### src/rtl/knockout_match_ctrl.sv
// knockout_match_ctrl: referee for a four-player bracket, scoring semi 1, semi 2 and the final in turn
module knockout_match_ctrl #(
  parameter int POINTS_TO_WIN = 3,
  parameter int SCORE_W = 4
) (
  input  logic               clk,
  input  logic               rst_n,
  input  logic               start,
  input  logic               point_valid,
  input  logic               point_side,
  output logic               s0,
  output logic               s1,
  output logic               s2,
  output logic [1:0]         match_id,
  output logic [SCORE_W-1:0] score_a,
  output logic [SCORE_W-1:0] score_b,
  output logic               busy,
  output logic               done
);
  typedef enum logic [2:0] {IDLE, SEMI1, SEMI2, FINAL, DONE} state_t;
  localparam logic [SCORE_W-1:0] WIN = SCORE_W'(POINTS_TO_WIN);
  state_t state_q, state_d;
  logic [2:0] sel_q, sel_d;
  logic [SCORE_W-1:0] sa_q, sa_d, sb_q, sb_d, inc;
  logic in_match, win;
  always_ff @(posedge clk or negedge rst_n) begin
    if (!rst_n) begin
      state_q <= IDLE;
      sel_q <= '0;
      sa_q <= '0;
      sb_q <= '0;
    end else begin
      state_q <= state_d;
      sel_q <= sel_d;
      sa_q <= sa_d;
      sb_q <= sb_d;
    end
  end
  always_comb begin
    in_match = state_q inside {SEMI1, SEMI2, FINAL};
    inc = (point_side ? sb_q : sa_q) + 1'b1;
    win = in_match && point_valid && inc == WIN;
    state_d = state_q;
    sel_d = sel_q;
    sa_d = sa_q;
    sb_d = sb_q;
    if (!in_match && start) begin
      state_d = SEMI1;
      sel_d = '0;
      sa_d = '0;
      sb_d = '0;
    end else if (win) begin
      // match_id doubles as the select index of the match being played
      sel_d[match_id] = point_side;
      sa_d = '0;
      sb_d = '0;
      state_d = state_t'(state_q + 3'd1);
    end else if (in_match && point_valid) begin
      sa_d = point_side ? sa_q : inc;
      sb_d = point_side ? inc : sb_q;
    end
  end
  assign match_id = state_q == SEMI2 ? 2'd1 : state_q == FINAL ? 2'd2 : state_q == DONE ? 2'd3 : 2'd0;
  assign {s2, s1, s0} = sel_q;
  assign score_a = sa_q;
  assign score_b = sb_q;
  assign busy = in_match;
  assign done = state_q == DONE;
endmodule

### config.mk
export PLATFORM = sky130hd
export DESIGN_NAME = knockout_match_ctrl
export DESIGN_NICKNAME = d
export VERILOG_FILES = /design/src/rtl/knockout_match_ctrl.sv
export SDC_FILE = /design/constraint.sdc
export NUM_CORES = 1
export LEC_CHECK = 0
export ABC_AREA = 1
export BUFFER_PORTS_ARGS = -buffer_cell sky130_fd_sc_hd__buf_2
export CORE_ASPECT_RATIO = 1.25
export CORE_MARGIN = 10
export CORE_UTILIZATION = 40
export CTS_BUF_LIST = sky130_fd_sc_hd__clkbuf_8
export CTS_CLUSTER_SIZE = 28
export DETAILED_ROUTE_END_ITERATION = 8
export SLEW_MARGIN = 0
export SYNTH_ARGS = -nofsm -noshare
export SYNTH_HDL_FRONTEND = slang
export SYNTH_SLANG_ARGS = --single-unit
### constraint.sdc
create_clock -name clk -period 1.59 [get_ports clk]
set_input_delay 0 -clock clk [delete_from_list [all_inputs] [get_ports clk]]
set_output_delay 0 -clock clk [all_outputs]
set_load 0.1 [all_outputs]
Word level (Yosys, flattened, before mapping)
Cells that the tools add are included.
{"block": "op_classes", "n_eq_ne": 6, "n_reduce_logical": 11, "order_cmp": 2, "n_addsub": 2, "muxes": 19}
{"cell": "$mux 4", "n": 9}
{"cell": "$mux 3", "n": 4}
{"cell": "$reduce_bool 3->1", "n": 3}
{"cell": "$eq 3x2->1 const B", "n": 2}
{"cell": "$mux 2", "n": 3}
{"cell": "$add 4x1->4 const B", "n": 1}
{"cell": "$eq 4x2->1 const B", "n": 1}
{"cell": "$logic_and 1x1->1", "n": 4}
{"cell": "$reduce_and 2->1", "n": 2}
{"cell": "$add 3x1->3 const B", "n": 1}
{"cell": "$bwmux 3", "n": 1}
{"cell": "$eq 3x1->1 const B", "n": 1}
{"cell": "$eq 3x3->1 const B", "n": 1}
{"cell": "$lt 2x3->1 const B", "n": 1}
{"cell": "$ne 3x1->1 const B", "n": 1}
{"cell": "$demux 1 s2", "n": 1}
{"cell": "$ge 2x1->1 const B", "n": 1}
{"cell": "$reduce_bool 2->1", "n": 1}
{"cell": "$logic_not 1->1", "n": 1}
{"cell": "$mux 1", "n": 1}
{"block": "word_totals", "word_cells": 44, "ff_bits": 14, "input_bits": 5, "output_inout_bits": 15}

Longest topological paths before layout
{"block": "logic_depth", "word_depth": 11, "mapped_depth": 13, "ltp_nobuf": 12}

Least setup slack after synthesis
OpenSTA, ideal clock, no wires.
{"block": "synth_timing", "path_type": "register to register", "from": "reg sb_q[0] (netlist: score_b[0])", "to": "reg sb_q[2] (netlist: score_b[2])", "path_stages_with_launch": 12, "arrival_time_ns": 2.161, "t_required_ns": 1.469, "n_path_buf": 1, "path_slack_ns": -0.692, "cell_sequence": "dfrtp_1 > nand2_1 > nand2_2 > ha_1 > inv_1 > nand3_2 > nand3_4 > o21ai_4 > nand2_4 > buf_8 > nand3_1 > nand2_1"}
{"block": "synth_via", "elab_chain_cells": 6, "elab_cells_between_ends": 11, "cone_classes": "1 x add/sub; 1 x eq/ne; 5 x mux; 4 x reduce/logical"}
{"item": "start, declared", "line_no": "24", "source": "logic [SCORE_W-1:0] sa_q, sa_d, sb_q, sb_d, inc;"}
{"item": "start signal, assigned", "line_no": "31", "source": "sb_q <= '0;"}
{"item": "start signal, assigned", "line_no": "36", "source": "sb_q <= sb_d;"}
{"item": "$mux 4 *", "line_no": "41", "source": "inc = (point_side ? sb_q : sa_q) + 1'b1;"}
{"item": "$add 4x1->4 *", "line_no": "41"}
{"item": "$eq 4x2->1 or $mux 4 (tied branches)", "line_no": "42, 60"}
{"item": "$logic_and 1x1->1 or $mux 4 (tied branches)", "line_no": "42, 58"}
{"item": "$reduce_bool 3->1 (no line) or $mux 4 (tied branches)"}
{"item": "$reduce_and 2->1 (no line) or $mux 4 (tied branches)"}
Mark *: on every way between the ends. The rest lies on a longest branch, timed or not. The select of a mux whose other input is x is not followed.
A chain may end at the register's enable or synchronous reset.

Final worst setup path
{"block": "layout_timing", "from": "reg state_q[0]", "to": "reg sel_q[2]"}
{"block": "layout_via", "elab_chain_cells": 11, "elab_cells_between_ends": 21, "cone_classes": "2 x order compare; 4 x eq/ne; 8 x mux; 7 x reduce/logical"}
{"item": "start, declared", "line_no": "22", "source": "state_t state_q, state_d;"}
{"item": "start signal, assigned", "line_no": "33", "source": "state_q <= state_d;"}
{"item": "$eq 3x3->1", "line_no": "63", "source": "assign match_id = state_q == SEMI2 ? 2'd1 : state_q == FINAL ? 2'd2 : state_q == DONE ? 2'd3 : 2'd0;"}
{"item": "$mux 2 (3 in series)", "line_no": "63"}
{"item": "$lt 2x3->1 (implied by the code) or $ge 2x1->1 (tied branches)", "line_no": "54", "source": "sel_d[match_id] = point_side;"}
{"item": "$logic_and 1x1->1 (implied by the code)", "line_no": "54"}
{"item": "$mux 1 (implied by the code)", "line_no": "54"}
{"item": "$demux 1 s2", "line_no": "54"}
{"item": "$bwmux 3", "line_no": "54"}
{"item": "$mux 3", "line_no": "52", "source": "end else if (win) begin"}
{"item": "$mux 3", "line_no": "47", "source": "if (!in_match && start) begin"}
{"item": "end signal, assigned", "line_no": "34", "source": "sel_q <= sel_d;"}
{"item": "end, declared", "line_no": "23", "source": "logic [2:0] sel_q, sel_d;"}
Parallel ways exist; a longest one is shown, timed or not. The select of a mux whose other input is x is not followed.

==> flow_summary.json <==
{
  "fp.coreArea_um2": 2500,
  "first_global_vias": 1044,
  "chipHeight_um": 77.9,
  "startpoint_type": "flop",
  "end_kind": "flop",
  "synthXorXnorAreaFrac_pct": 0,
  "detail_route.vias_per_cell": 4.77,
  "cp_data_required_time_ps": 1720,
  "synth.area.mux_share_pct": 0,
  "final_layout_size_suffix_gt1_share_pct": 52.7,
  "cts_buffers": 3,
  "drcViolationCount": 0,
  "synth_area_per_cell_um2": 7.95,
  "ys_ff_latch": 14,
  "synth_area_um2": 1070,
  "cp_max_fo": 7,
  "dr.pass1.iters": 4,
  "overflow": 0,
  "grt_max_degree": 20,
  "hold-worst-slack_ps": 182,
  "max-slew-margin-rel_pct": 67.6,
  "htree_levels": 1,
  "synth-seq-area-share_pct": 32.6,
  "diodes": 0,
  "drt_wl_total_um": 2740,
  "maxCapViolations": 0,
  "drt_iter0_markers": 72,
  "crit_arrival_ps": 1770,
  "synth_fa_ha_area_share_pct": 8.16,
  "row_count": 20,
  "synth_top_family_by_area": "simple AND/OR/NAND/NOR gates",
  "fmax_ghz": 0.610,
  "syn_inst": 135,
  "grt_pass1_wl_um": 4440,
  "die_area_um2": 5170,
  "vias": 1026,
  "synth_top_area_share_pct": 32.6,
  "initial_utilization_pct": 42.9,
  "hold_viol_final": 0,
  "final.setup.worst_slack_ps": -49.8,
  "synth.distinct_cells": 21,
  "worstSetupPathType": "flop to flop",
  "drv_slew": 0,
  "port_buffers": 19,
  "routedWlPerCell_um": 12.7,
  "cts_sinks": 14,
  "fin_crit_sh_pct": 103,
  "syn_nets": 147,
  "hpwl_um": 2130,
  "cts_tree": "yes",
  "io_pins": 20,
  "status": "complete, but fails checks",
  "synth_compound_area_share_pct": 3.15,
  "rsz0062_at_grt": "true",
  "die_w_um": 66.3,
  "hp-class": "input pin to async pin",
  "grt_usage_pct": 10.5,
  "clk-insertion-delay-late_ps": 240,
  "setup_tns_ps": -301,
  "root_buffer": "clkbuf_8",
  "place.gp.congestion": 0.815,
  "antenna_found_initial": 0,
  "ant_nets": 0,
  "synthToLayoutAreaGrowth_pct": 52.6,
  "cts_buffer_depth": 2,
  "violations": "setup timing",
  "setup_violations": 14,
  "synth-simple-area-share_pct": 44.9,
  "synthTopCellsByArea": "dfrtp_1 33%, nand2_1 15%, nand3_1 8.4%",
  "clk_pin_slew_worst_paths_ps": 60,
  "yosys.area.top_type": "dfrtp_1",
  "yosys_warnings": 0,
  "fin_nets": 195,
  "worst_slew_pin_slew_ps": 489,
  "num-fill-cells": 216,
  "clock_skew_ps": 2.06,
  "fin_crit_ps": 1640
}
## cells in the mapped netlist (all sizes together)
cell,n
buf,3
nand3b,2
nand3,24
nor2,4
a21boi,1
nand4,4
ha,7
nand2,53
dfrtp,14
o21ai,3
inv,20
## cell type report
class                   count  area [um^2]  share of cell area, %
clock inverters             1         3.75                  0.229
repair buffers             45          357                   21.8
multi-input cells          99          737                   45.0
clock buffers               3         41.3                   2.52
well taps                  33         41.3                   2.52
inverters                  20         87.6                   5.35
flip-flops and latches     14          370                   22.6
## sequential cells by signal, summed over array words and instances (netlist names)
name,count
state_q,3
score_b,4
sel_q,3
score_a,4
## routing by layer
layer | GRT usage [%] | part of all wire, %
met5 | 0 | 0
met4 | 3.78 | 0.73
met3 | 3.02 | 4.7
met2 | 19.1 | 54
met1 | 10.8 | 40
## through the flow
step,worst slack [ps],instances,area [um^2],utilization [%]
floorplan,-262,135,1180,-
global placement,-48.7,202,1470,58.9
detailed placement,-69.6,202,1470,58.9
CTS,-33.6,209,1560,62.5
global route,-123,215,1640,65.5
finish,-49.8,215,1640,65.5
## worst paths after layout
| path | to | slack, ps | start | depth (start not counted) |
|---|---|---|---|---|
| max | sel_q[2]$_DFFE_PN0P_ | -50 | state_q[0]$_DFFE_PN0P_ | 10 |
| min | score_a[1]$_DFFE_PN0P_ | 180 | rst_n | 2 |
| max reg2reg | sel_q[2]$_DFFE_PN0P_ | -50 | state_q[0]$_DFFE_PN0P_ | 10 |
| min reg2reg | sel_q[1]$_DFFE_PN0P_ | 470 | sel_q[1]$_DFFE_PN0P_ | 2 |
| max in group asynchronous | score_a[0]$_DFFE_PN0P_ | 1140 | rst_n | 2 |
| min in group clk | score_a[3]$_DFFE_PN0P_ | 190 | point_side | 4 |
## cell families (layout without fill, tap and decap cells)
group | Yosys count | count (layout)
adder cells (fa/ha/maj) | 7 | 7
AO/OA/AOI/OAI | 4 | 4
buffers and inverters | 23 | 69
flip-flops | 14 | 14
AND/OR/NAND/NOR | 87 | 88
## timing repair
| action | 4_1_cts | 5_1_grt |
|---|---|---|
| endpoints found under the hold margin | 14 | 0 |
| pin swaps | 3 | 3 |
| buffers inserted | 2 | 5 |
| endpoints found under the setup margin | 15 | 15 |
| gates cloned | 0 | 1 |
| resized for setup | 3 | 8 |
| hold buffers | 1 | 0 |
## worst max-delay path, stage by stage, from the launching register on
cell and delay (ps):
dfrtp_1 410, ha_2 230, ha_4 140, inv_4 40, nand3_4 60, nand2_4 60
o21ai_4 260, buf_12 150, nand3_1 70, nand2_1 60, nand2_1 40
## placed cells by master (no fill, tap or decap), types with 5 or more instances in the layout
cell,instances
nand2_2,8
buf_2,15
dfrtp_1,6
inv_1,14
nand2_1,38
nand2_4,8
nand3_1,15
buf_4,24
nand3_2,5
Power is left out: the tool's default activity adds up to more than one toggle a clock period on the data nets, which glitch-free logic cannot reach.
